<file path="src/rtl/multicycle_controller.sv">
// Multicycle instruction-sequencing controller for a small RISC-V style datapath.
// A six-state FSM steps each instruction through fetch, decode, execute, memory and writeback.
module multicycle_controller (
    input  logic        clk,
    input  logic        reset,
    input  logic [6:0]  opcode,
    input  logic [2:0]  funct3,
    input  logic        zero,
    input  logic        mem_ready,
    output logic        pc_write,
    output logic        ir_write,
    output logic        mem_read,
    output logic        mem_write,
    output logic        reg_write,
    output logic        alu_src,
    output logic [1:0]  alu_op,
    output logic        mem_to_reg,
    output logic        instr_done,
    output logic        trap,
    output logic [2:0]  state,
    output logic [15:0] retired_count
);

    typedef enum logic [2:0] {
        StFetch  = 3'd0,
        StDecode = 3'd1,
        StExec   = 3'd2,
        StMem    = 3'd3,
        StWb     = 3'd4,
        StTrap   = 3'd5
    } state_e;

    localparam logic [6:0] OpR      = 7'b0110011;
    localparam logic [6:0] OpI      = 7'b0010011;
    localparam logic [6:0] OpLoad   = 7'b0000011;
    localparam logic [6:0] OpStore  = 7'b0100011;
    localparam logic [6:0] OpBranch = 7'b1100011;

    state_e      state_q, state_d;
    logic [6:0]  op_q, op_d;
    logic [2:0]  f3_q, f3_d;
    logic [15:0] count_q, count_d;
    logic        br_taken;

    always_ff @(posedge clk) begin
        if (reset) begin
            state_q <= StFetch;
            op_q    <= 7'd0;
            f3_q    <= 3'd0;
            count_q <= 16'd0;
        end else begin
            state_q <= state_d;
            op_q    <= op_d;
            f3_q    <= f3_d;
            count_q <= count_d;
        end
    end

    always_comb begin
        state_d = state_q;
        op_d    = op_q;
        f3_d    = f3_q;
        count_d = count_q + {15'd0, instr_done};
        case (state_q)
            StFetch: begin
                if (mem_ready) state_d = StDecode;
            end
            StDecode: begin
                op_d = opcode;
                f3_d = funct3;
                if (opcode inside {OpR, OpI, OpLoad, OpStore, OpBranch}) state_d = StExec;
                else state_d = StTrap;
            end
            StExec: begin
                case (op_q)
                    OpR, OpI:         state_d = StWb;
                    OpLoad, OpStore:  state_d = StMem;
                    default:          state_d = StFetch;
                endcase
            end
            StMem: begin
                if (mem_ready) state_d = (op_q == OpLoad) ? StWb : StFetch;
            end
            StWb:    state_d = StFetch;
            StTrap:  state_d = StTrap;
            // Unused encodings 6 and 7 recover to fetch.
            default: state_d = StFetch;
        endcase
    end

    assign br_taken = ((f3_q == 3'b000) && zero) || ((f3_q == 3'b001) && !zero);

    always_comb begin
        pc_write   = 1'b0;
        ir_write   = 1'b0;
        mem_read   = 1'b0;
        mem_write  = 1'b0;
        reg_write  = 1'b0;
        alu_src    = 1'b0;
        alu_op     = 2'b00;
        mem_to_reg = 1'b0;
        instr_done = 1'b0;
        trap       = 1'b0;
        case (state_q)
            StFetch: begin
                mem_read = 1'b1;
                if (mem_ready) begin
                    ir_write = 1'b1;
                    pc_write = 1'b1;
                end
            end
            StExec: begin
                case (op_q)
                    OpR: alu_op = 2'b10;
                    OpI: begin
                        alu_src = 1'b1;
                        alu_op  = 2'b10;
                    end
                    OpLoad, OpStore: alu_src = 1'b1;
                    OpBranch: begin
                        alu_op     = 2'b01;
                        pc_write   = br_taken;
                        instr_done = 1'b1;
                    end
                    default: ;
                endcase
            end
            StMem: begin
                if (op_q == OpLoad) begin
                    mem_read = 1'b1;
                end else begin
                    mem_write  = 1'b1;
                    instr_done = mem_ready;
                end
            end
            StWb: begin
                reg_write  = 1'b1;
                mem_to_reg = (op_q == OpLoad);
                instr_done = 1'b1;
            end
            StTrap:  trap = 1'b1;
            default: ;
        endcase
    end

    assign state         = state_q;
    assign retired_count = count_q;

endmodule

</file>
<file path="config.mk">
export PLATFORM = sky130hd
export DESIGN_NAME = multicycle_controller
export DESIGN_NICKNAME = d
export VERILOG_FILES = /design/src/rtl/multicycle_controller.sv
export SDC_FILE = /design/constraint.sdc
export NUM_CORES = 1
export LEC_CHECK = 0
export ABC_AREA = 1
export BUFFER_PORTS_ARGS = -buffer_cell sky130_fd_sc_hd__buf_2
export CAP_MARGIN = 20
export CORE_AREA = 4 4 88 49
export DETAILED_ROUTE_END_ITERATION = 12
export DIE_AREA = 0 0 92 53
export GPL_ROUTABILITY_DRIVEN = 0
export PLACE_DENSITY = 0.78
export RECOVER_POWER = 50
export SETUP_SLACK_MARGIN = 0.05
export SKIP_CTS_REPAIR_TIMING = 1
export SLEW_MARGIN = 40
export SYNTH_ARGS = -nofsm -noshare
export SYNTH_HDL_FRONTEND = slang
export SYNTH_SLANG_ARGS = --single-unit
</file>
<file path="constraint.sdc">
create_clock -name clk -period 1.95 [get_ports clk]
set_input_delay 0.39 -clock clk [delete_from_list [all_inputs] [get_ports clk]]
set_output_delay 0.39 -clock clk [all_outputs]
set_load 0.01 [all_outputs]
</file>
==> impl_metrics.env <==
export IMPL_status="finished clean"
export IMPL_ys_warn_count=0
export IMPL_worst_pin_slew_ns=0.539
export IMPL_critPathCaptureType="flop"
export IMPL_port_buffers=43
export IMPL_clock_fmax_mhz=516
export IMPL_syn_area_um2=1560
export IMPL_slew_violations=0
export IMPL_synth_seq_area_share_pct=37.3
export IMPL_antenna_found_initial=0
export IMPL_cap_violations=0
export IMPL_max_slew_margin_pct=64.0
export IMPL_ys_ff_latch=29
export IMPL_cp_slowest_cell="dfxtp_2"
export IMPL_skew_ns=0.00588
export IMPL_row_count=16
export IMPL_setup_viol=0
export IMPL_nets=305
export IMPL_path_max_fanout=7
export IMPL_cp_required_ns=2.12
export IMPL_grt_pass1_vias=1385
export IMPL_avgSynthCellArea_um2=6.77
export IMPL_vias_per_cell=4.81
export IMPL_dieWidth_um=92
export IMPL_wl_met2_um=1610
export IMPL_met1Wirelength_um=2160
export IMPL_path_common_cell="nor2_4"
export IMPL_start_kind="flop"
export IMPL_synth_edf_count=0
export IMPL_numCtsBuffers=5
export IMPL_grt_max_degree=18
export IMPL_drt_pass1_iterations=5
export IMPL_rsz0062_at_grt="yes"
export IMPL_final_common_cell="nand2_1"
export IMPL_async_reset_ff_share_pct=0
export IMPL_route_met3_wl_um=378
export IMPL_clock_sinks=29
export IMPL_grt_first_pass_wirelength_um=6700
export IMPL_yosysTopAreaCell="dfxtp_1"
export IMPL_ios=44
export IMPL_syn_nets=246
export IMPL_fin_crit_sh_pct=99.4
export IMPL_syn_inst=230
export IMPL_area_delta_synth_final_pct=35.3
export IMPL_wl_per_cell_um=12.1
export IMPL_synth_ff_type="dfxtp_1"
export IMPL_design_die_area_um2=4880
export IMPL_clock_latency_ns=0.28
export IMPL_drt_wl_total_um=4180
export IMPL_p_leak_nw=0.937
export IMPL_layout_common_cells="57 x nand2_1, 31 x buf_2, 27 x nor2_1"
export IMPL_power_mw=1.40
export IMPL_hold_viol=0
export IMPL_min_path_type="in2reg"
export IMPL_cts_tree="yes"
export IMPL_antenna_left=0
export IMPL_dpl_hpwl_um=3170
export IMPL_route_detailed_drc=0
export IMPL_clk_pin_slew_worst_paths_ns=0.06
export IMPL_drive_gt1_share_pct=33.4
export IMPL_fp_dieH_um=53
export IMPL_max_stage_delay_ns=0.32
export IMPL_cts_root_buf="clkbuf_8"
export IMPL_yosysUniqueCellTypes=31
export IMPL_power_density_nw_per_um2=666
export IMPL_dpl_cell_area_um2=1940
export IMPL_clock_path_buffers=2
export IMPL_crit_chain="inv_2 > nand2_2 > nor2_4 > nand2_2 > nor2_4 > nand3b_1 > ha_2 > ha_4 > nand2_4 > nor2_4 > nand3_2 > xor2_1 > nor2_1"
export IMPL_start_util_pct=42.7
export IMPL_vdd_drop_max_mv=0.411
export IMPL_final_area_um2=2110
export IMPL_htree_levels=2
export IMPL_crit_type="reg2reg"
export IMPL_synth_area_top_cells="dfxtp_1 37%, nand2_1 14%, a21oi_1 6.8%"
export IMPL_yosysTopAreaCellShare_pct=37.3
export IMPL_drt_initial_drc_count=112
export IMPL_timing_final_crit_period_ns=1.94
export IMPL_grt_ovfl_total=0
export IMPL_crit_arrival_ns=2.11
export IMPL_routed_top_layer="met4"
export IMPL_fp_coreArea_um2=3640
export IMPL_num_vias=1653
export IMPL_diodes=0
export IMPL_grt_usage_pct=18.1
## cell type report
| cell class | count | area [µm²] |
|---|---|---|
| multi-input combinational | 163 | 895 |
| sequential | 29 | 596 |
| fill | 347 | 1540 |
| tap | 54 | 67.6 |
| timing repair buffer | 56 | 309 |
| clock inverter | 1 | 5.00 |
| inverter | 34 | 138 |
| clock buffer | 7 | 96.3 |
## synthesized netlist by cell type (2+ instances only)
library cell  count
inv_1            28
buf_2             2
o21ai_0          11
nand3_1          10
nand3_2           2
nor2_2            7
nand2_1          59
xor2_1            2
nor2_1           27
dfxtp_1          29
a21oi_1          21
ha_1              2
nor2_4            2
nand3b_1          2
o21ai_2           2
nand4_1           3
nand2_2           3
inv_2             5
## through the flow
step	util (%)	setup TNS, ns	setup WS [ns]	hold WS (ns)	instances
after floorplan	-	-0.0648	-0.0648	0.443	230
after CTS	56.0	0	0.00426	0.347	340
after global placement	53.2	0	0.0425	0.458	332
after detailed placement	53.2	0	0.0174	0.463	332
final	57.8	0	0.0109	0.352	344
after global routing	57.8	-0.661	-0.116	0.339	344
## routing by layer
layer | vias up | global-route usage, %
li1 | 853 | -
met1 | 726 | 27.4
met2 | 69 | 22.6
met5 | - | 0
met3 | 5 | 7.24
met4 | 0 | 4.43
## registers in the layout, indices dropped and copies added, names as in the netlist
signal         cells
retired_count     16
f3_q               3
state              3
op_q               7
## kinds of logic after synthesis
logic type	count (synthesis)	share of synthesized area [%]
simple gates	119	35.0
compound gates	40	15.0
buf+inv	38	9.97
flops	29	37.3
xor+xnor	2	1.13
fa+ha+maj	2	1.61
## critical path: cells and delay by family (launching register included)
family	cells	cell delay [ns]
flops	1	0.32
simple gates	9	0.95
xor+xnor	1	0.13
fa+ha+maj	2	0.38
buf+inv	1	0.05
## path summary, 6_finish.rpt
| path | from | to | slack, ns | cells after the start |
|---|---|---|---|---|
| worst max-delay path | op_q[3] | retired_count[10] | 0.01 | 13 |
| worst min-delay path | funct3[2] | f3_q[2] | 0.35 | 3 |
| worst max register to register | op_q[3] | retired_count[10] | 0.01 | 13 |
| worst min register to register | op_q[1] | op_q[1] | 0.47 | 2 |
## power breakdown
group	switching, mW	internal [mW]	total [mW]	leakage, nW
Sequential	0.0266	0.619	0.645	0.239
Clock	0.222	0.318	0.540	0.0542
Combinational	0.127	0.0905	0.217	0.644
(Power assumes the default switching activity.)
